`src/rtl/imem_uart_loader_pkg.sv`:
```
// Shared types and constants for the UART instruction-memory loader.
// Holds the loader/receiver state encodings, the default frame marker and the checksum helper.
package imem_loader_pkg;

  typedef enum logic [2:0] {
    ST_IDLE   = 3'd0,
    ST_CNT_LO = 3'd1,
    ST_CNT_HI = 3'd2,
    ST_DATA   = 3'd3,
    ST_CHECK  = 3'd4,
    ST_DONE   = 3'd5,
    ST_ERROR  = 3'd6
  } loader_state_t;

  typedef enum logic [1:0] {
    RX_IDLE  = 2'd0,
    RX_START = 2'd1,
    RX_DATA  = 2'd2,
    RX_STOP  = 2'd3
  } rx_state_t;

  localparam logic [7:0] DEFAULT_SYNC_BYTE = 8'hA5;

  // Running frame checksum: XOR of every data byte.
  function automatic logic [7:0] chk_update(input logic [7:0] chk, input logic [7:0] b);
    return chk ^ b;
  endfunction

endpackage

```
`src/rtl/imem_uart_loader_uart_rx.sv`:
```
// 8N1 UART receiver: double-flop synchroniser, half-bit start validation, centre sampling.
// Emits a one-cycle valid pulse per good byte, or a one-cycle frame_err pulse on a low stop bit.
module uart_rx
  import imem_loader_pkg::*;
#(
  parameter int CLKS_PER_BIT = 434
) (
  input  logic       clk,
  input  logic       rst_n,
  input  logic       rx,
  output logic [7:0] data,
  output logic       valid,
  output logic       frame_err
);

  localparam int CNT_W = $clog2(CLKS_PER_BIT);

  logic            meta_r, sync_r, prev_r;
  rx_state_t       state_r, state_next_s;
  logic [CNT_W-1:0] cnt_r;
  logic [2:0]      bit_idx_r;
  logic [7:0]      shift_r;
  logic            fall_s, half_tick_s, full_tick_s;
  logic            valid_s, ferr_s, sample_s;

  assign fall_s      = prev_r & ~sync_r;
  assign half_tick_s = (cnt_r == CNT_W'(CLKS_PER_BIT / 2 - 1));
  assign full_tick_s = (cnt_r == CNT_W'(CLKS_PER_BIT - 1));

  // Bring the asynchronous line into the clock domain; line idles high.
  always_ff @(posedge clk or negedge rst_n) begin
    if (!rst_n) begin
      meta_r <= 1'b1;
      sync_r <= 1'b1;
      prev_r <= 1'b1;
    end else begin
      meta_r <= rx;
      sync_r <= meta_r;
      prev_r <= sync_r;
    end
  end

  // Receiver state register.
  always_ff @(posedge clk or negedge rst_n) begin
    if (!rst_n) begin
      state_r <= RX_IDLE;
    end else begin
      state_r <= state_next_s;
    end
  end

  // Receiver next-state logic; a start bit that is high again at mid-bit is a glitch.
  always_comb begin
    state_next_s = state_r;
    case (state_r)
      RX_IDLE: begin
        if (fall_s) state_next_s = RX_START;
        else        state_next_s = RX_IDLE;
      end
      RX_START: begin
        if (half_tick_s) state_next_s = sync_r ? RX_IDLE : RX_DATA;
        else             state_next_s = RX_START;
      end
      RX_DATA: begin
        if (full_tick_s && (bit_idx_r == 3'd7)) state_next_s = RX_STOP;
        else                                    state_next_s = RX_DATA;
      end
      RX_STOP: begin
        if (full_tick_s) state_next_s = RX_IDLE;
        else             state_next_s = RX_STOP;
      end
      default: state_next_s = RX_IDLE;
    endcase
  end

  // Receiver output decode for the stop-bit sampling point.
  always_comb begin
    sample_s = (state_r == RX_STOP) && full_tick_s;
    valid_s  = sample_s && sync_r;
    ferr_s   = sample_s && !sync_r;
  end

  // Bit timer, LSB-first shift register and registered byte outputs.
  always_ff @(posedge clk or negedge rst_n) begin
    if (!rst_n) begin
      cnt_r     <= '0;
      bit_idx_r <= 3'd0;
      shift_r   <= 8'd0;
      data      <= 8'd0;
      valid     <= 1'b0;
      frame_err <= 1'b0;
    end else begin
      valid     <= valid_s;
      frame_err <= ferr_s;
      if (valid_s) data <= shift_r;
      case (state_r)
        RX_IDLE: begin
          cnt_r     <= '0;
          bit_idx_r <= 3'd0;
        end
        RX_START: cnt_r <= half_tick_s ? '0 : cnt_r + CNT_W'(1);
        RX_DATA: begin
          if (full_tick_s) begin
            cnt_r     <= '0;
            shift_r   <= {sync_r, shift_r[7:1]};
            bit_idx_r <= bit_idx_r + 3'd1;
          end else begin
            cnt_r <= cnt_r + CNT_W'(1);
          end
        end
        RX_STOP: cnt_r <= full_tick_s ? '0 : cnt_r + CNT_W'(1);
        default: cnt_r <= '0;
      endcase
    end
  end

endmodule

```
`src/rtl/imem_uart_loader.sv`:
```
// Boot loader: parses a framed, XOR-checksummed program image from UART and writes it into
// instruction memory, releasing the core from reset only after a fully verified load.
module imem_uart_loader
  import imem_loader_pkg::*;
#(
  parameter int         CLKS_PER_BIT = 434,
  parameter int         ADDR_W       = 8,
  parameter logic [7:0] SYNC_BYTE    = DEFAULT_SYNC_BYTE
) (
  input  logic              clk,
  input  logic              rst_n,
  input  logic              uart_rx,
  output logic              imem_we,
  output logic [ADDR_W-1:0] imem_addr,
  output logic [31:0]       imem_wdata,
  output logic              core_rst_n,
  output logic              load_done,
  output logic              load_error
);

  localparam logic [16:0] MAX_WORDS = 17'd1 << ADDR_W;

  logic [7:0]    rx_data_s;
  logic          rx_valid_s, rx_ferr_s;
  loader_state_t state_r, state_next_s;
  logic [7:0]    cnt_lo_r;
  logic [ADDR_W:0] count_r, word_idx_r;
  logic [1:0]    byte_idx_r;
  logic [23:0]   word_buf_r;
  logic [7:0]    chk_r;
  logic [15:0]   n_s;
  logic          is_sync_s, last_word_s;
  logic          clear_s, latch_lo_s, latch_hi_s, data_s, word_s;

  uart_rx #(.CLKS_PER_BIT(CLKS_PER_BIT)) u_rx (
    .clk       (clk),
    .rst_n     (rst_n),
    .rx        (uart_rx),
    .data      (rx_data_s),
    .valid     (rx_valid_s),
    .frame_err (rx_ferr_s)
  );

  assign n_s         = {rx_data_s, cnt_lo_r};
  assign is_sync_s   = (rx_data_s == SYNC_BYTE);
  assign last_word_s = (byte_idx_r == 2'd3) && ((word_idx_r + (ADDR_W+1)'(1)) == count_r);

  // Loader state register.
  always_ff @(posedge clk or negedge rst_n) begin
    if (!rst_n) begin
      state_r <= ST_IDLE;
    end else begin
      state_r <= state_next_s;
    end
  end

  // Loader next-state logic; a framing error only matters once a frame has started.
  always_comb begin
    state_next_s = state_r;
    if (rx_ferr_s) begin
      case (state_r)
        ST_CNT_LO, ST_CNT_HI, ST_DATA, ST_CHECK: state_next_s = ST_ERROR;
        default:                                 state_next_s = state_r;
      endcase
    end else if (rx_valid_s) begin
      case (state_r)
        ST_IDLE:   state_next_s = is_sync_s ? ST_CNT_LO : ST_IDLE;
        ST_CNT_LO: state_next_s = ST_CNT_HI;
        ST_CNT_HI: begin
          if (n_s == 16'd0)                 state_next_s = ST_CHECK;
          else if ({1'b0, n_s} > MAX_WORDS) state_next_s = ST_ERROR;
          else                              state_next_s = ST_DATA;
        end
        ST_DATA:   state_next_s = last_word_s ? ST_CHECK : ST_DATA;
        ST_CHECK:  state_next_s = (rx_data_s == chk_r) ? ST_DONE : ST_ERROR;
        ST_DONE:   state_next_s = ST_DONE;
        ST_ERROR:  state_next_s = is_sync_s ? ST_CNT_LO : ST_ERROR;
        default:   state_next_s = ST_IDLE;
      endcase
    end else begin
      state_next_s = state_r;
    end
  end

  // Per-byte datapath strobes decoded from the current state.
  always_comb begin
    clear_s    = rx_valid_s && is_sync_s && ((state_r == ST_IDLE) || (state_r == ST_ERROR));
    latch_lo_s = rx_valid_s && (state_r == ST_CNT_LO);
    latch_hi_s = rx_valid_s && (state_r == ST_CNT_HI);
    data_s     = rx_valid_s && (state_r == ST_DATA);
    word_s     = data_s && (byte_idx_r == 2'd3);
  end

  // Count capture, little-endian word assembly, checksum, write port and status flags.
  always_ff @(posedge clk or negedge rst_n) begin
    if (!rst_n) begin
      cnt_lo_r   <= 8'd0;
      count_r    <= '0;
      word_idx_r <= '0;
      byte_idx_r <= 2'd0;
      word_buf_r <= 24'd0;
      chk_r      <= 8'd0;
      imem_we    <= 1'b0;
      imem_addr  <= '0;
      imem_wdata <= 32'd0;
      core_rst_n <= 1'b0;
      load_done  <= 1'b0;
      load_error <= 1'b0;
    end else begin
      imem_we    <= word_s;
      load_done  <= (state_next_s == ST_DONE);
      core_rst_n <= (state_next_s == ST_DONE);
      load_error <= (state_next_s == ST_ERROR);
      if (clear_s) begin
        word_idx_r <= '0;
        byte_idx_r <= 2'd0;
        chk_r      <= 8'd0;
      end
      if (latch_lo_s) cnt_lo_r <= rx_data_s;
      if (latch_hi_s) count_r  <= n_s[ADDR_W:0];
      if (data_s) begin
        chk_r      <= chk_update(chk_r, rx_data_s);
        byte_idx_r <= byte_idx_r + 2'd1;
        if (word_s) begin
          imem_wdata <= {rx_data_s, word_buf_r};
          imem_addr  <= word_idx_r[ADDR_W-1:0];
          word_idx_r <= word_idx_r + (ADDR_W+1)'(1);
        end else begin
          word_buf_r <= {rx_data_s, word_buf_r[23:8]};
        end
      end
    end
  end

endmodule

```
`config.mk`:
```
export PLATFORM = sky130hd
export DESIGN_NAME = imem_uart_loader
export DESIGN_NICKNAME = d
export VERILOG_FILES = /design/src/rtl/imem_uart_loader_pkg.sv /design/src/rtl/imem_uart_loader_uart_rx.sv /design/src/rtl/imem_uart_loader.sv
export SDC_FILE = /design/constraint.sdc
export NUM_CORES = 1
export LEC_CHECK = 0
export CAP_MARGIN = 20
export CELL_PAD_IN_SITES_DETAIL_PLACEMENT = 1
export CELL_PAD_IN_SITES_GLOBAL_PLACEMENT = 1
export CORE_MARGIN = 4
export CORE_UTILIZATION = 43
export DETAILED_ROUTE_END_ITERATION = 12
export PLACE_DENSITY_LB_ADDON = 0.1
export SLEW_MARGIN = 20
export SYNTH_ARGS = -nofsm -noshare
export SYNTH_HDL_FRONTEND = slang
export SYNTH_SLANG_ARGS = --single-unit
```
`constraint.sdc`:
```
create_clock -name clk -period 2.2 [get_ports clk]
set_input_delay 0.22 -clock clk [delete_from_list [all_inputs] [get_ports clk]]
set_output_delay 0.22 -clock clk [all_outputs]
set_load 0.005 [all_outputs]
```
==> flow_summary.yaml, run 1 <==
timing:
  period_share: 1.04
  fin_crit_ns: 2.29
  max_freq_mhz: 438
  worst_pin_slew_ns: 0.476
  setup_ws_ns: -0.0854
  slew_violations: 0
  setup_viol: 2
  rsz0062_at_grt: "yes"
  hold_viol_final: 0
  finalClockSkew_ns: 0.0119
  slew_headroom: 0.683
yosys:
  synth.distinct_cells: 56
  ys_warn_count: 0
  yosys.cell_count.top_type: "dfrtp_1"
  seq_area_frac_synth: 0.564
  synth_top_area_frac: 0.552
  synth_edf_count: 0
  synthTopCellsByArea: "dfrtp_1, mux2_2, o21ai_0, nand2_1, xor2_1"
  synth_top_area_cell: "dfrtp_1"
  async_reset_ff_frac: 1.00
  syn-num-nets: 522
  avgSynthCellArea_um2: 12.2
  synth_common_cells: "dfrtp_1, mux2_2, nand2_1"
  synth_area_um2: 6260
  netlist_instances: 512
  synthFlopType: "dfrtp_1"
  ys_ff_latch: 141
clocking:
  tritoncts: "built"
  cts-root-buf: "clkbuf_16"
  h-tree-depth: 4
  clk_path_buf_depth: 2
  cts_buffers: 17
  cts_sinks: 141
  worst_skew_pair.late_latency_ns: 0.43
  clkTransAtPathRegs_ns: 0.06
final_layout:
  syn_to_final_growth_pct: 31.3
  post-route-util: 0.585
  drive_gt1_frac: 0.359
  filler_cell_count: 1387
  n_antenna_cell: 0
  finalNetCount: 621
hold_path:
  min-delay-path-class: "in -> reg"
worst_setup_path:
  critPathSlowestCell: "or4_4"
  rrSetupSlack_ns: -0.09
  critPathMaxStageDelay_ns: 0.48
  critical_path_class: "reg -> reg"
  critPathLaunchType: "register"
  path_buf_inv: 0
  path_cells: "ha_4 -> or4_4 -> a21oi_2 -> o2111ai_4 -> a31oi_4 -> o31ai_4 -> nor4b_4"
  worstPathMaxFanout: 4
  cpLargestDelayFamily: "compound AO/OA/AOI/OAI gates"
  endpoint_kind: "register"
  cp_data_arrival_time_ns: 2.61
  cp_data_required_time_ns: 2.52
outcome:
  status: "complete, but fails checks"
  violations: "setup timing"
drt:
  drc: 0
  wl_um: 15500
  met1_length_um: 7140
  dr.pass1.iters: 4
  wire_per_inst_um: 19.3
  top_layer: "met4"
  wl_met3_um: 490
  met2_length_um: 7690
  num_vias: 4443
  antenna_left: 0
  viasPerCell: 5.53
  drt_iter0_drc: 240
global_route:
  grt_pass1_wl_um: 26000
  grt_usage: 0.200
  overflow: 0
  grt_max_degree: 46
  antenna_found_initial: 0
  grt_pass1_vias: 4870
pwr:
  intPower_mw: 4.57
  peakVddDrop_v: 0.000516
  clkPwrFrac: 0.502
  swShare: 0.226
  combPwrFrac: 0.041
  leakage_nw: 3.82
  power_frac_seq: 0.457
  powerDensity_nw_per_um2: 718
  p_switching_mw: 1.33
die:
  io_pins: 47
  dieArea_um2: 16500
  chipWidth_um: 129
  rows: 43
  die_h_um: 129
  core_um2: 14000
  initial_core_util: 0.446
place:
  dp_hpwl_um: 10200
  io_buffers: 46
  gp_congestion: 0.932
  dp_worst_setup_slack_ns: -0.146
run:
  cap_violations: 0
==> per-stage QoR <==
step / cells / cell area [um^2] / TNS (ns) / power (mW) / hold slack [ns]
floorplan: 512 / 6260 / 0 / 2.86 / -0.0756
global placement: 764 / 7270 / -0.0130 / 2.97 / 0.191
detailed placement: 764 / 7270 / -0.160 / 2.99 / 0.193
CTS: 800 / 8010 / -0.0712 / 5.98 / 0.189
global route: 804 / 8220 / -0.326 / 6.15 / 0.202
finish: 804 / 8220 / -0.110 / 5.90 / 0.204
==> metal layers <==
layer | vias up | GRT usage
met5 | - | 0
met4 | 0 | 0.0624
met3 | 20 | 0.0531
met2 | 67 | 0.316
met1 | 2314 | 0.271
li1 | 2042 | -
==> layout by cell type (no fill, tap or decap), types with 4 or more instances in the layout <==
master | netlist | final
a21oi_1 | 13 | 12
buf_12 | 0 | 4
buf_4 | 2 | 48
buf_6 | 0 | 8
clkbuf_16 | 0 | 17
clkdlybuf4s50_1 | 0 | 45
dfrtp_1 | 138 | 135
ha_1 | 7 | 6
inv_1 | 12 | 12
inv_6 | 0 | 4
mux2_2 | 94 | 94
nand2_1 | 42 | 41
nand3_1 | 11 | 10
nand4_1 | 7 | 7
nor2_1 | 20 | 18
nor3_1 | 4 | 4
nor4_1 | 5 | 4
o21ai_0 | 34 | 32
o21ai_1 | 5 | 7
o41ai_1 | 6 | 5
xnor2_1 | 8 | 5
xor2_1 | 16 | 13
==> path summary, 6_finish.rpt <==
| path | start | to | cells past startpoint |
|---|---|---|---|
| max in group asynchronous | rst_n | word_buf_r[19]$_DFFE_PN0P_ | 3 |
| hold / removal | uart_rx | u_rx.meta_r$_DFF_PN1_ | 1 |
| setup / recovery | word_idx_r[1]$_DFF_PN0_ | load_done$_DFF_PN0_ | 7 |
| hold reg to reg | u_rx.meta_r$_DFF_PN1_ | u_rx.sync_r$_DFF_PN1_ | 0 |
| min in group asynchronous | rst_n | count_r[5]$_DFFE_PN0P_ | 2 |
| setup reg to reg | word_idx_r[1]$_DFF_PN0_ | load_done$_DFF_PN0_ | 7 |
==> sequential cells by signal (all words and copies together) (netlist names), 2 cells and up <==
register        cells
word_idx_r          9
cnt_lo_r            8
u_rx.bit_idx_r      3
imem_addr           8
word_buf_r         24
u_rx.data           8
byte_idx_r          2
chk_r               8
imem_wdata         32
u_rx.shift_r        8
u_rx.cnt_r          9
state_r             3
count_r             9
u_rx.state_r        2
==> kinds of logic after synthesis <==
family	count (synthesis)	share of synthesized area
fa+ha+maj	7	0.0140
compound gates	89	0.0934
buf+inv	39	0.0260
flops	141	0.564
mux	96	0.172
xor+xnor	24	0.0336
simple gates	116	0.0962
==> power by group through the flow <==
| stage | sequential [mW] | clock [mW] | combinational, mW |
|---|---|---|---|
| floorplan | 2.73 | 0 | 0.122 |
| global route | 2.70 | 3.17 | 0.284 |
| detailed placement | 2.74 | 0 | 0.248 |
| CTS | 2.70 | 3.03 | 0.250 |
| global placement | 2.74 | 0 | 0.232 |
| finish | 2.70 | 2.96 | 0.244 |
==> final cells by class <==
type	count	area [um^2]	area share
sequential	141	3540	0.430
clock buffer	20	447	0.0544
clock inverter	12	160	0.0195
timing repair buffer	106	991	0.121
tap	180	225	0.0274
multi-input combinational	332	2810	0.342
inverter	13	48.8	0.00594
==> timing repair <==
item | CTS | global route
hold buffers | 1 | 0
pin swaps | 15 | 13
setup endpoints to repair | 3 | 20
endpoints found under the hold margin | 41 | 0
resized for setup | 22 | 28
buffers inserted | 4 | 4
Power figures use the tool's default switching activity.
==> run 2: changes to the inputs <==
- CORE_UTILIZATION: 43 -> 48
- clock period: 2.2 -> 2.56 ns (I/O delays scaled with it)
==> flow_summary.yaml, run 2 (synthesized netlist as in run 1, its figures left out) <==
outcome:
  status: "finished clean"
timing:
  fin_setup_tns_ns: 0
  rsz0062_at_grt: "no"
  finalClockSkew_ns: 0.0109
  worst_pin_slew_ns: 0.553
  period_share: 0.940
  max_freq_mhz: 416
  hold_viol_final: 0
  slew_headroom: 0.628
  fin_hold_ws_ns: 0.252
  slew_violations: 0
  fin_crit_ns: 2.41
  setup_viol: 0
final_layout:
  filler_cell_count: 1287
  final_area_um2: 7690
  final_cell_mix: "dfrtp_1, mux2_2, clkdlybuf4s50_1"
  fin_cells: 764
  multiInputGateArea_um2: 2570
  final_common_cell: "dfrtp_1"
  drive_gt1_frac: 0.279
  largest_register_ffs: 32
  reg_top3: "imem_wdata: 32 flops, word_buf_r: 24 flops"
  finalNetCount: 591
  largest_register: "imem_wdata"
  n_antenna_cell: 0
  syn_to_final_growth_pct: 22.8
  seq_area_um2: 3530
  post-route-util: 0.607
global_route:
  grt_pass1_vias: 4718
  antenna_found_initial: 0
  grt_max_degree: 69
  grt_usage: 0.223
  overflow: 0
  grt_pass1_wl_um: 25500
place:
  io_buffers: 46
  dp_cells: 733
  dp_hpwl_um: 9910
  postPlaceCellArea_um2: 7080
  gp_congestion: 0.887
clocking:
  cts_sinks: 141
  h-tree-depth: 4
  clk_path_buf_depth: 2
  postCtsSetupBuffers: 0
  cts_buffers: 17
  cts-root-buf: "clkbuf_16"
  tritoncts: "built"
  clkTransAtPathRegs_ns: 0.06
  worst_skew_pair.late_latency_ns: 0.42
drt:
  antenna_left: 0
  drc: 0
  wire_per_inst_um: 20.0
  dr.pass1.iters: 4
  num_vias: 4270
  wl_um: 15200
  viasPerCell: 5.59
  drt_iter0_drc: 228
die:
  chipWidth_um: 122
  dieArea_um2: 14900
  initial_core_util: 0.494
  rows: 41
  die_h_um: 122
  core_um2: 12700
  io_pins: 47
pwr:
  leakage_nw: 3.62
  peakVddDrop_v: 0.000463
  powerDensity_nw_per_um2: 653
worst_setup_path:
  cpLargestDelayFamily: "compound AO/OA/AOI/OAI gates"
  critPathLaunchType: "register"
  critical_path_class: "reg -> reg"
  cp_data_required_time_ns: 2.87
  critPathSlowestCell: "dfrtp_1"
  path_cells: "ha_1 -> buf_4 -> a21o_1 -> a311o_1 -> o41ai_1 -> o2111ai_2 -> a31oi_1 -> o31ai_1 -> nor4b_2"
  critPathMaxStageDelay_ns: 0.41
  endpoint_kind: "register"
  worstPathMaxFanout: 7
  path_buf_inv: 1
  cp_data_arrival_time_ns: 2.72
hold_path:
  min-delay-path-class: "in -> reg"
run:
  cap_violations: 0
run 2: final timing paths:
check	startpoint	endpoint	slack (ns)	cells after the start
min in group asynchronous	rst_n	u_rx.frame_err$_DFF_PN0_	0.34	2
max reg2reg	word_idx_r[0]$_DFF_PN0_	load_done$_DFF_PN0_	0.15	9
min	uart_rx	u_rx.meta_r$_DFF_PN1_	0.25	1
min reg2reg	u_rx.meta_r$_DFF_PN1_	u_rx.sync_r$_DFF_PN1_	0.37	0
max	word_idx_r[0]$_DFF_PN0_	load_done$_DFF_PN0_	0.15	9
max in group asynchronous	rst_n	count_r[2]$_DFFE_PN0P_	1.45	3
run 2: layout make-up:
| class | instances | share of cell area |
|---|---|---|
| clock inverter | 8 | 0.0173 |
| inverter | 13 | 0.00635 |
| sequential | 141 | 0.460 |
| timing repair buffer | 76 | 0.0946 |
| multi-input combinational | 332 | 0.334 |
| clock buffer | 22 | 0.0604 |
| tap | 172 | 0.0280 |
run 2: power breakdown:
group / internal (mW) / leakage (nW) / total, mW / switching, mW
sequential: 2.27 / 1.95 / 2.33 / 0.0611
clock: 1.58 / 0.288 / 2.50 / 0.919
combinational: 0.0710 / 1.39 / 0.178 / 0.107
run 2: timing repair:
item / 4_1_cts / 5_1_grt
resized for setup: 0 / 1
setup endpoints to repair: 0 / 1
hold endpoints to repair: 38 / 0
hold buffers: 1 / 0
run 2: routing by layer:
metal | up-vias | wire, um | track usage
met5 | - | 0 | 0
met4 | 0 | 130 | 0.0595
met3 | 12 | 521 | 0.0548
met2 | 59 | 7800 | 0.375
met1 | 2219 | 6790 | 0.290
li1 | 1980 | - | -
run 2: metrics by stage:
stage                     worst slack (ns)  power [mW]
after floorplan                      0.421        2.46
after global placement               0.259        2.54
after detailed placement             0.166        2.56
after CTS                            0.147        5.08
after global routing                0.0248        5.22
final                                0.154        5.02
